## config.mk

```make
export PLATFORM = sky130hd
export DESIGN_NAME = serial_subtractor
export DESIGN_NICKNAME = d
export VERILOG_FILES = /design/src/rtl/serial_subtractor.sv
export SDC_FILE = /design/constraint.sdc
export NUM_CORES = 1
export LEC_CHECK = 0
export ABC_AREA = 1
export CELL_PAD_IN_SITES_DETAIL_PLACEMENT = 1
export CELL_PAD_IN_SITES_GLOBAL_PLACEMENT = 1
export CORE_MARGIN = 2
export CORE_UTILIZATION = 38
export CTS_BUF_LIST = sky130_fd_sc_hd__clkbuf_8
export CTS_CLUSTER_DIAMETER = 50
export DETAILED_ROUTE_END_ITERATION = 7
export GPL_TIMING_DRIVEN = 0
export PLACE_DENSITY = 0.78
export SLEW_MARGIN = 5
export SYNTH_ARGS = -nofsm -noshare
export SYNTH_HDL_FRONTEND = slang
export SYNTH_SLANG_ARGS = --single-unit
```

## constraint.sdc

```tcl
create_clock -name CLOCK_50 -period 1.3 [get_ports CLOCK_50]
set_input_delay 0.195 -clock CLOCK_50 [delete_from_list [all_inputs] [get_ports CLOCK_50]]
set_output_delay 0.195 -clock CLOCK_50 [all_outputs]
set_load 0.05 [all_outputs]
```

## src/rtl/serial_subtractor.sv

```systemverilog
// serial_subtractor: bit-serial unsigned subtractor, A - B, LSB first.
// Captures operands from SW on START in IDLE, then takes one bit step per
// clock through a single borrow flop. LEDR/LEDG[0] update only at completion.
// Ports:
//   CLOCK_50 - system clock, rising edge
//   RST      - synchronous active-high reset
//   START    - start request, honoured only in IDLE
//   SW       - {B, A} operands, WIDTH bits each
//   LEDR     - difference (A - B) mod 2^WIDTH of last completed operation
//   LEDG     - [0] final borrow (A < B), [1] one-cycle done strobe
//   BUSY     - high while bit steps are in progress
module serial_subtractor #(
  parameter int unsigned WIDTH = 8
) (
  input  logic                 CLOCK_50,
  input  logic                 RST,
  input  logic                 START,
  input  logic [2*WIDTH-1:0]   SW,
  output logic [WIDTH-1:0]     LEDR,
  output logic [1:0]           LEDG,
  output logic                 BUSY
);

  localparam int unsigned CW = (WIDTH > 1) ? $clog2(WIDTH) : 1;

  typedef enum logic [1:0] {
    IDLE  = 2'd0,
    SHIFT = 2'd1,
    DONE  = 2'd2
  } state_t;

  state_t           state, state_n;
  logic [WIDTH-1:0] a_sr, a_sr_n;
  logic [WIDTH-1:0] b_sr, b_sr_n;
  logic [WIDTH-1:0] res_sr, res_sr_n;
  logic             br, br_n;
  logic [CW-1:0]    cnt, cnt_n;
  logic [WIDTH-1:0] ledr_n;
  logic [1:0]       ledg_n;
  logic             busy_n;
  logic             d;
  logic             br_step;

  // State and datapath registers
  always_ff @(posedge CLOCK_50) begin
    if (RST) begin
      state  <= IDLE;
      a_sr   <= '0;
      b_sr   <= '0;
      res_sr <= '0;
      br     <= 1'b0;
      cnt    <= '0;
      LEDR   <= '0;
      LEDG   <= 2'b00;
      BUSY   <= 1'b0;
    end else begin
      state  <= state_n;
      a_sr   <= a_sr_n;
      b_sr   <= b_sr_n;
      res_sr <= res_sr_n;
      br     <= br_n;
      cnt    <= cnt_n;
      LEDR   <= ledr_n;
      LEDG   <= ledg_n;
      BUSY   <= busy_n;
    end
  end

  // Next-state and next-register values
  always_comb begin
    state_n  = state;
    a_sr_n   = a_sr;
    b_sr_n   = b_sr;
    res_sr_n = res_sr;
    br_n     = br;
    cnt_n    = cnt;
    ledr_n   = LEDR;
    ledg_n   = {1'b0, LEDG[0]};   // done strobe self-clears
    busy_n   = BUSY;
    d        = a_sr[0] ^ b_sr[0] ^ br;
    br_step  = (~a_sr[0] & b_sr[0]) | (~(a_sr[0] ^ b_sr[0]) & br);

    case (state)
      IDLE: begin
        if (START) begin
          a_sr_n  = SW[WIDTH-1:0];
          b_sr_n  = SW[2*WIDTH-1:WIDTH];
          br_n    = 1'b0;
          cnt_n   = '0;
          busy_n  = 1'b1;
          state_n = SHIFT;
        end
      end
      SHIFT: begin
        a_sr_n   = {1'b0, a_sr[WIDTH-1:1]};
        b_sr_n   = {1'b0, b_sr[WIDTH-1:1]};
        res_sr_n = {d, res_sr[WIDTH-1:1]};
        br_n     = br_step;
        cnt_n    = cnt + CW'(1);
        // Last step: publish the result including this step's bit
        if (cnt == CW'(WIDTH - 1)) begin
          ledr_n  = {d, res_sr[WIDTH-1:1]};
          ledg_n  = {1'b1, br_step};
          busy_n  = 1'b0;
          state_n = DONE;
        end
      end
      DONE: begin
        state_n = IDLE;
      end
      default: begin
        state_n = IDLE;
      end
    endcase
  end

endmodule

```

==> key figures, run 1 <==
Placed design
  • Detailed Place HPWL: ~3000 um
  • Worst Setup Slack post-DPL: -0.287 ns
  • Gpl congestion: ~0.75
  • Input/output buffers: 29

STA
  • Period minus WS final: 1.22 ns
  • Endpoints failing hold: 0
  • Final Max Tran Viols: 0
  • Setup violations, final: 0
  • Worst-case clock skew: 0.00694 ns
  • Sum of negative setup slack: 0 ns
  • Remaining max-slew budget at the tightest pin: 69.0%
  • Max Freq: 0.818 GHz
  • Pin slew with the least headroom to its limit: 0.465 ns
  • Setup slack of the critical path after layout: around 0.08 ns
  • Tcrit/Tclk final: 94.0%

Logic synthesis
  • Synth warnings: 0
  • Share of the synthesized area in the top cell type: 45.5%
  • Number of synthesized register bits: 40
  • Post-synthesis share of cell area spent on xor and xnor gates: 0%
  • Syn nets: ~280
  • Most area-consuming cells after synthesis: sky130_fd_sc_hd__dfxtp_1 46%, sky130_fd_sc_hd__nand2_1 17%, sky130_fd_sc_hd__nor2_1 9.8%, sky130_fd_sc_hd__nand3_1 7.1%, sky130_fd_sc_hd__inv_1 3.8%
  • Simple-Gate Fraction of Synth Area: 36.3%
  • Adder-Cell Fraction of Synth Area: 2.56%
  • Share of the yosys chip area belonging to registers: 45.5%
  • Primary flip-flop cell chosen by synthesis mapping: sky130_fd_sc_hd__dfxtp_1
  • Syn_area_per_cell: around 7.0 um^2
  • Count of different cell masters after synthesis: 19
  • Multiplexer share of the synthesized area: 0%
  • Synth Instances: 253
  • Area fraction in compound gates after synthesis: 6.05%
  • Post-Synthesis Cell Area: between 1500 and 2000 um^2
  • Combinational family with the most area after synthesis: simple AND/OR/NAND/NOR gates
  • Cell type with the highest aggregate area in the netlist: sky130_fd_sc_hd__dfxtp_1
  • Number of enable flip-flop cells after synthesis: 0
  • Async SR Flop Fraction: 0%

Floorplan
  • Die Outline Area: ~5200 um^2
  • Chip Width: 72.0 um
  • Initial cell density of the core: 39.9%
  • I/O pins: 30
  • Placeable core region: 4410 um^2
  • Die Ht: slightly above 70 um
  • Std cell rows: 24

Detailed routing
  • Drt pass-1 iters: 4
  • Residual antenna-violating net count after detailed routing: 0
  • Final wirelength: 4570 um
  • WL per Instance: 13.3 um
  • Routed vias/inst: 4.85
  • DRC viols: 0
  • Initial DRC Count: 99
  • Total number of vias: ~1700

Setup path
  • Capture point of the worst reg-to-reg path: res_sr[7]
  • Kind of critical path: flop to output port
  • Maximum net fanout on the critical path: 2
  • Crit path largest cell delay: approximately 0.38 ns
  • Number of gates on the worst path with buffers counted: 1
  • CP max stage cell: sky130_fd_sc_hd__clkdlybuf4s15_2
  • Arrival time reported for the critical path endpoint: 1.03 ns
  • Buffers & Inverters on Critical Path: 1
  • Worst setup EP type: output port
  • Count of cells along the worst register-to-register path: 4
  • Register-to-register setup slack: 0.10 ns
  • Required time at the endpoint of the critical path: 1.11 ns
  • Worst setup path start: LEDG[0]
  • Cell family contributing the most delay on the critical path: buffers and inverters
  • Setup crit start kind: flop
  • Launch instance of the worst register-to-register path: br
  • Crit path cell chain: clkdlybuf4s15_2
  • End point of the critical path: LEDG[0]

Power and ir drop
  • IR Drop Worst-Case VDD: 0.000486 V
  • Areal power density over the cells: 1160 nW/um^2
  • Static Leakage: 1.01 nW
  • Power after layout: 2.66 mW

Clock tree
  • CTS hold repair buffers: 0
  • Number of sinks on the clock net: 40
  • Cts bufs inserted: 5
  • # Post-CTS Setup Buffers: 0
  • Clock-pin slew on the worst setup and hold paths: 0.09 ns
  • Clk Latency, worst-skew pair: 0.30 ns
  • Number of buffers between clock root and the deepest sink: 2
  • # H-tree levels: 2
  • CTS Root Buffer Type: sky130_fd_sc_hd__clkbuf_8
  • CTS tree: yes

Job
  • Max Cap Viol: 0

Min path
  • Path class of the lowest-slack min-delay path: flop to flop

Global route
  • Number of global-route vias before repair: 1689
  • Total routing usage reported by global routing: about a fifth
  • Maximum number of pins on one net before global-route repair: 14
  • GRT Residual Overflow: 0
  • Antenna violations before repair: 0
  • First-pass GRT wire length: 7820 um

Finish
  • Fin nets: 312
  • FF/Latch Area: 806 um^2
  • Layout cells sized above 1: between 10% and 20%
  • Most common cell after layout, fill and taps aside: sky130_fd_sc_hd__nand2_1
  • Syn-to-layout area delta: 30.2%
  • Top library cells by usage in the layout, fill and taps aside: 82 x sky130_fd_sc_hd__nand2_1, 46 x sky130_fd_sc_hd__nor2_1, 38 x sky130_fd_sc_hd__dfxtp_1
  • Combined area of the multi-input logic cells: 828 um^2
  • Filler Cell Count: 570
  • N_diodes: 0

Run status
  • Status: complete, no violations
[cell families after synthesis]
group / count (synthesis)
AND/OR/NAND/NOR: 157
flip-flops: 40
buffers and inverters: 34
AO/OA/AOI/OAI: 19
adder cells (fa/ha/maj): 3
[metal layers]
layer | part of all wire, % | vias up | global-route usage (%) | routed length (um)
met2 | 46 | 28 | 30.6 | 2090
met5 | 0 | - | 0 | 0
met4 | 2.0 | 0 | 7.55 | 90
met1 | 48 | 774 | 26.0 | 2200
li1 | - | 850 | - | -
met3 | 4.1 | 11 | 3.19 | 189
[flip-flops by register name (all words and copies together), names as in the netlist]
name    count
a_sr        8
LEDG        2
BUSY        1
br          1
state       2
LEDR        8
cnt         3
res_sr      7
b_sr        8
[tightest hold or removal path, stage by stage, from the launching register on]
cell and delay [ns]:
sky130_fd_sc_hd__dfxtp_1 0.32, sky130_fd_sc_hd__nand2_1 0.06, sky130_fd_sc_hd__a21oi_1 0.05
[cell type report]
class                   instances  share of cell area, %
plain buffers                  13                   4.26
clock buffers                   6                   3.60
clock inverters                 2                  0.655
inverters                      21                   3.55
multi-input cells             179                   36.2
flip-flops and latches         40                   35.2
well taps                      52                   2.84
repair buffers                 30                   13.8
[stage by stage]
stage	cell area (um^2)	hold WS [ns]	instances	utilization [%]
2_1_floorplan	1760	0.264	253	-
3_3_place_gp	2110	0.451	334	47.9
3_5_place_dp	2110	0.458	334	47.9
4_1_cts	2260	0.469	343	51.3
5_1_grt	2290	0.493	343	51.9
6_report	2290	0.466	343	51.9
[cells in the mapped netlist, types with 2 or more instances]
cell                       n
sky130_fd_sc_hd__o21ai_0   8
sky130_fd_sc_hd__ha_1      2
sky130_fd_sc_hd__buf_1     3
sky130_fd_sc_hd__nand3_1  25
sky130_fd_sc_hd__inv_2     3
sky130_fd_sc_hd__dfxtp_1  40
sky130_fd_sc_hd__a21oi_1  10
sky130_fd_sc_hd__buf_2     2
sky130_fd_sc_hd__buf_4     6
sky130_fd_sc_hd__nor2_1   46
sky130_fd_sc_hd__nand2_1  82
sky130_fd_sc_hd__buf_6     2
sky130_fd_sc_hd__inv_1    18
[worst min-delay path by stage]
stage              end  cells past startpoint  slack [ns]  startpoint
3_5_place_dp   LEDR[4]                      2        0.46   res_sr[5]
2_1_floorplan  LEDR[6]                      1        0.26         RST
6_report       LEDR[0]                      2        0.47     LEDR[0]
4_1_cts        LEDR[0]                      2        0.47     LEDR[0]
3_3_place_gp    cnt[1]                      2        0.45      cnt[1]
5_1_grt           BUSY                      2        0.49        BUSY
[power breakdown]
part | total, mW | internal, mW | switching [mW] | leakage (nW)
clock | 0.903 | 0.430 | 0.473 | 0.0434
sequential | 1.35 | 1.30 | 0.0462 | 0.329
combinational | 0.410 | 0.178 | 0.232 | 0.635
[repair_timing]
action                     4_1_cts  5_1_grt
setup endpoints to repair       21       21
gates resized for setup         40       10
pin swaps                        0        2
cloned                           1        0
Power figures use the tool's default switching activity.
==> run 2, diff against run 1 <==
CTS_CLUSTER_DIAMETER = not set   (was 50)
clock period = 1.2 ns   (was 1.3 ns; I/O delays follow)
==> run 2 against run 1 <==
The flow now finishes with violations (negative setup slack); register-to-register slack worse by 0.10 ns; combinational power up 27%; total power up 23%; sequential share of layout area down 1.7 points; global-route usage up 0.66 points; cell area up 5.4%; routed wire length up 8.8%.
==> key figures, run 2 (synthesized netlist as in run 1, its figures left out) <==
Placed design
  • Worst Setup Slack post-DPL: -0.353 ns (was -0.287 ns)
  • Total instance count after detailed placement: 334 (unchanged)
  • Gpl congestion: 0.725 (was 0.748)
  • Area post-placement: 2120 um^2 (was 2110 um^2)
  • Detailed Place HPWL: 3040 um (was 2990 um)
  • Input/output buffers: 29 (unchanged)

Finish
  • Filler Cell Count: 562 (was 570)
  • FF/Latch Area: 807 um^2 (was 806 um^2)
  • N_diodes: 0 (unchanged)
  • Largest registers: LEDR: 8 flops, a_sr: 8 flops, b_sr: 8 flops (unchanged)
  • Most common cell after layout, fill and taps aside: sky130_fd_sc_hd__nand2_1 (unchanged)
  • Fin nets: 324 (was 312)
  • Combined area of the multi-input logic cells: 843 um^2 (was 828 um^2)
  • Syn-to-layout area delta: 37.2% (was 30.2%)
  • Top library cells by usage in the layout, fill and taps aside: 81 x sky130_fd_sc_hd__nand2_1, 46 x sky130_fd_sc_hd__nor2_1, 35 x sky130_fd_sc_hd__dfxtp_1 (was 82 x sky130_fd_sc_hd__nand2_1, 46 x sky130_fd_sc_hd__nor2_1, 38 x sky130_fd_sc_hd__dfxtp_1)
  • Layout cells sized above 1: 21.2% (was 15.1%)
  • Final Instance Count excl. Fillers: 354 (was 343)
  • Post-route cell area: 2410 um^2 (was 2290 um^2)

Setup path
  • Arrival time reported for the critical path endpoint: 1.40 ns (was 1.03 ns)
  • Required time at the endpoint of the critical path: 1.40 ns (was 1.11 ns)
  • Launch instance of the worst register-to-register path: state[0] (was br)
  • Kind of critical path: flop to flop (was flop to output port)
  • Setup crit start kind: flop (unchanged)
  • Maximum net fanout on the critical path: 8 (was 2)
  • Register-to-register setup slack: -0.005 ns (was 0.10 ns)
  • Worst setup EP type: flop (was output port)
  • Count of cells along the worst register-to-register path: 7 (was 4)
  • Worst setup path start: state[0] (was LEDG[0])
  • Capture point of the worst reg-to-reg path: b_sr[0] (was res_sr[7])

Detailed routing
  • Drt pass-1 iters: 4 (unchanged)
  • Residual antenna-violating net count after detailed routing: 0 (unchanged)
  • Routed vias/inst: 4.84 (was 4.85)
  • DRC viols: 0 (unchanged)
  • Total number of vias: 1715 (was 1663)
  • Final wirelength: 4970 um (was 4570 um)
  • WL per Instance: 14.1 um (was 13.3 um)
  • Initial DRC Count: 80 (was 99)

STA
  • Worst-case clock skew: 0.00652 ns (was 0.00694 ns)
  • Setup violations, final: 1 (was 0)
  • Final worst hold slack: 0.458 ns (was 0.466 ns)
  • Max Freq: 0.830 GHz
  • Remaining max-slew budget at the tightest pin: 81.1% (was 69.0%)
  • Tcrit/Tclk final: 100%
  • Final Max Tran Viols: 0 (unchanged)
  • RSZ-0062 raised after global routing: yes
  • Setup slack of the critical path after layout: -0.00500 ns (was 0.0779 ns)
  • Period minus WS final: 1.20 ns
  • Endpoints failing hold: 0 (unchanged)
  • Pin slew with the least headroom to its limit: 0.285 ns (was 0.465 ns)

Global route
  • First-pass GRT wire length: 7890 um (was 7820 um)
  • Antenna violations before repair: 0 (unchanged)
  • GRT Residual Overflow: 0 (unchanged)
  • Total routing usage reported by global routing: 19.8% (was 19.2%)
  • Number of global-route vias before repair: 1703 (was 1689)
  • Maximum number of pins on one net before global-route repair: 13 (was 14)

Floorplan
  • Initial cell density of the core: 39.9% (unchanged)
  • I/O pins: 30 (unchanged)
  • Die Outline Area: 5190 um^2 (unchanged)
  • Placeable core region: 4410 um^2 (unchanged)
  • Die Ht: 72.0 um (unchanged)
  • Chip Width: 72.0 um (unchanged)
  • Std cell rows: 24 (unchanged)

Clock tree
  • Clk Latency, worst-skew pair: 0.30 ns (about the same)
  • Number of sinks on the clock net: 40 (unchanged)
  • Number of buffers between clock root and the deepest sink: 2 (unchanged)
  • Clock-pin slew on the worst setup and hold paths: 0.08 ns (was 0.09 ns)
  • # H-tree levels: 2 (unchanged)
  • CTS Root Buffer Type: sky130_fd_sc_hd__clkbuf_8 (unchanged)
  • Cts bufs inserted: 5 (unchanged)
  • CTS tree: yes (unchanged)

Power and ir drop
  • IR Drop Worst-Case VDD: 0.000673 V (was 0.000486 V)
  • Areal power density over the cells: 1360 nW/um^2 (was 1160 nW/um^2)
  • Static Leakage: 1.12 nW (was 1.01 nW)

Min path
  • Hold Path Sink: LEDR[2] (was LEDR[0])
  • Cells on Worst Hold Path: 2 (unchanged)
  • Path class of the lowest-slack min-delay path: flop to flop (unchanged)
  • Min-Delay Startpoint: res_sr[3] (was LEDR[0])

Run status
  • Violated checks: negative setup slack
  • Status: finished with violations (was complete, no violations)

Job
  • Max Cap Viol: 0 (unchanged)
## run 2: how the worst max path moves through the flow
stage	to	slack, ns
3_3_place_gp	a_sr[2]	-0.34
5_1_grt	b_sr[0]	-0.06
6_report	b_sr[0]	-0.005
2_1_floorplan	LEDR[0]	0.02
4_1_cts	BUSY	0.0006
3_5_place_dp	LEDG[0]	-0.35
## run 2: final cells by class
| cell class | instances | share of cell area, % |
|---|---|---|
| multi-input cells | 179 | 34.9 |
| flip-flops and latches | 40 | 33.4 |
| repair buffers | 42 | 15.2 |
| plain buffers | 13 | 4.98 |
| inverters | 21 | 3.37 |
| clock buffers | 5 | 2.85 |
| well taps | 52 | 2.70 |
| clock inverters | 2 | 2.49 |
## run 2: stage by stage
step	total power [mW]	util [%]	TNS (ns)
5_1_grt	3.43	54.7	-0.390
3_3_place_gp	1.91	48.0	-9.03
4_1_cts	3.24	52.6	0
6_report	3.28	54.7	-0.00500
2_1_floorplan	1.77	-	0
3_5_place_dp	1.92	48.0	-9.49
## run 2: repair_timing
| action | CTS | global route |
|---|---|---|
| pin swaps | 3 | 12 |
| resized for setup | 51 | 34 |
| cloned | 1 | 2 |
| hold buffers | 0 | 0 |
| buffers inserted | 3 | 7 |
| endpoints found under the setup margin | 38 | 42 |
## run 2: power by group
| group | leakage, nW | total [mW] | switching, mW | internal [mW] |
|---|---|---|---|---|
| clock network | 0.0642 | 1.30 | 0.482 | 0.819 |
| registers | 0.330 | 1.46 | 0.0479 | 1.41 |
| logic | 0.727 | 0.522 | 0.276 | 0.246 |
## run 2: critical path: stages (launching register included)
cell,delay (ns)
sky130_fd_sc_hd__dfxtp_2,0.33
sky130_fd_sc_hd__buf_8,0.14
sky130_fd_sc_hd__o21ai_4,0.18
sky130_fd_sc_hd__buf_2,0.18
sky130_fd_sc_hd__buf_4,0.12
sky130_fd_sc_hd__nand2_1,0.05
sky130_fd_sc_hd__nand2_1,0.07
sky130_fd_sc_hd__nor2_1,0.05
## run 2: per-layer routing
| layer | part of all wire [%] | track usage (%) |
|---|---|---|
| met5 | 0 | 0 |
| met4 | 1.6 | 8.18 |
| met3 | 3.5 | 3.75 |
| met2 | 48 | 32.6 |
| met1 | 47 | 25.7 |
==> RTL edit (flow settings as in run 2) <==
Register the output `LEDG` once more, without a reset; this adds one clock of latency there. The other outputs are not delayed to match. Comments in the files are not updated.
--- a/src/rtl/serial_subtractor.sv
+++ b/src/rtl/serial_subtractor.sv
@@ -30,4 +30,6 @@
   } state_t;
 
+  logic [1:0] LEDG_s0;
+
   state_t           state, state_n;
   logic [WIDTH-1:0] a_sr, a_sr_n;
@@ -52,5 +54,5 @@
       cnt    <= '0;
       LEDR   <= '0;
-      LEDG   <= 2'b00;
+      LEDG_s0 <= 2'b00;
       BUSY   <= 1'b0;
     end else begin
@@ -62,5 +64,5 @@
       cnt    <= cnt_n;
       LEDR   <= ledr_n;
-      LEDG   <= ledg_n;
+      LEDG_s0 <= ledg_n;
       BUSY   <= busy_n;
     end
@@ -76,5 +78,5 @@
     cnt_n    = cnt;
     ledr_n   = LEDR;
-    ledg_n   = {1'b0, LEDG[0]};   // done strobe self-clears
+    ledg_n   = {1'b0, LEDG_s0[0]};   // done strobe self-clears
     busy_n   = BUSY;
     d        = a_sr[0] ^ b_sr[0] ^ br;
@@ -115,4 +117,8 @@
   end
 
+  always_ff @(posedge CLOCK_50) begin
+    LEDG <= LEDG_s0;
+  end
+
 endmodule
 
Check against the original RTL: not equivalent (a bounded check fails within 10 cycles, from zero or initial values and one cycle with RST high).
==> RTL edit against run 2 <==
- maximum frequency is 4.5% higher
- synthesized area increased by 2.3%
- sequential power grew 4%
- final area fell by 1.5%
- total power shrank 4.3%
- routed wire length fell by 2.8%
- sequential cell count increased by 2
- sequential share of layout area rose by 2.1 points
- clock power shrank 12%
- synthesized cell count is 0.79% higher
- setup slack better by 0.052 ns
- largest power group unchanged
- final cell count unchanged
==> RTL edit: results (changes against run 2) <==
stage	metric	value	unit	change
power_and_ir_drop	Peak VDD IR	0.906	mV	+35%
route	drt initial violations	75		-6.3%
layout	fillcell total	587		+4.4%
worst_hold_path	HP Start	START		
cts	cts repair resizes	47		-7.8%
cts	clk sink count	42		+5.0%
sta	final worst setup slack	0.0470	ns	+0.0520 ns
power_and_ir_drop	clock share of power	36.2	%	-3.5 points
power_and_ir_drop	Cell Int Power	2.35	mW	-4.8%
layout	layout net count	322		-0.62%
layout	Top Registers	LEDR x8, a_sr x8, b_sr x8		
global_route	first-pass GRT wire length	7750	µm	-1.8%
layout	CLK BUF	6		+1
yosys	Syn Area/Cell	7.06	µm²	+1.5%
layout	layout cells sized above 1	19.0	%	-2.2 points
worst_setup_path	reg2reg path depth	6		-1
sta	clock skew	0.00681	ns	+0.000295 ns
place	Setup Slack @ Placement	-0.426	ns	-0.0728 ns
worst_setup_path	Arrival @ worst endpoint	1.38	ns	-0.02 ns
place	buffers added on ports	29		unchanged
worst_hold_path	Hold Crit Class	in -> reg		
sta	Least-Margin Pin Slew	0.278	ns	-0.00684 ns
yosys	most frequent cells after synthesis	nand2_1, nor2_1, dfxtp_1		
power_and_ir_drop	Leak Pwr	1.11	nW	-0.82%
yosys	Seq/Total Area, Yosys	46.7	%	+1.2 points
worst_hold_path	WHS Path Cells	3		+1
sta	final hold slack	0.306	ns	-0.152 ns
yosys	Synth Area in Compound Gates	5.91	%	-0.13 points
layout	register area	846	µm²	+4.8%
place	GP Congestion	0.739		+2.0%
yosys	Syn Nets	277		+0.73%
worst_setup_path	Critical Path Start	cnt[0]$_SDFFE_PP0P_		
route	via count	1686		-1.7%
outcome	status	finished clean		
yosys	ranking of synthesized cells by area	dfxtp_1, nand2_1, nor2_1		
layout	clock network area share	4.74	%	-0.60 points
layout	multi-input combinational area share	35.2	%	+0.22 points
place	DP HPWL	3030	µm	-0.22%
power_and_ir_drop	Comb group	481	µW	-7.9%
route	final WL	4830	µm	-2.8%
layout	bufs w/o clock	51		-7.3%
global_route	total track usage	19.3	%	-0.55 points
[RTL edit: cell count changes after synthesis]
| cell | change |
|---|---|
| dfxtp_1 | +2 |
[RTL edit: stage by stage]
step	total power, mW	area (µm²)	cells
finish	3.14	2380	354
global route	3.29	2380	354
CTS	3.13	2350	348
detailed placement	1.99	2160	338
global placement	1.98	2160	338
floorplan	1.83	1800	255
[RTL edit: critical path: stages (launching register included)]
cell	delay [ns]
dfxtp_2	0.34
ha_4	0.16
ha_4	0.16
nand3_4	0.12
buf_6	0.14
nand2_1	0.06
a21oi_2	0.11
[RTL edit: layer usage]
layer / global-route usage [%] / wire length [µm]
met1: 24.8 / 2250
met2: 31.6 / 2360
met3: 3.73 / 130
met4: 8.02 / 85
met5: 0 / 0
[RTL edit: cells by family after synthesis]
kind of cell / Yosys count
AND/OR/NAND/NOR: 157
flip-flops: 42
buffers and inverters: 34
AO/OA/AOI/OAI: 19
adder cells (fa/ha/maj): 3
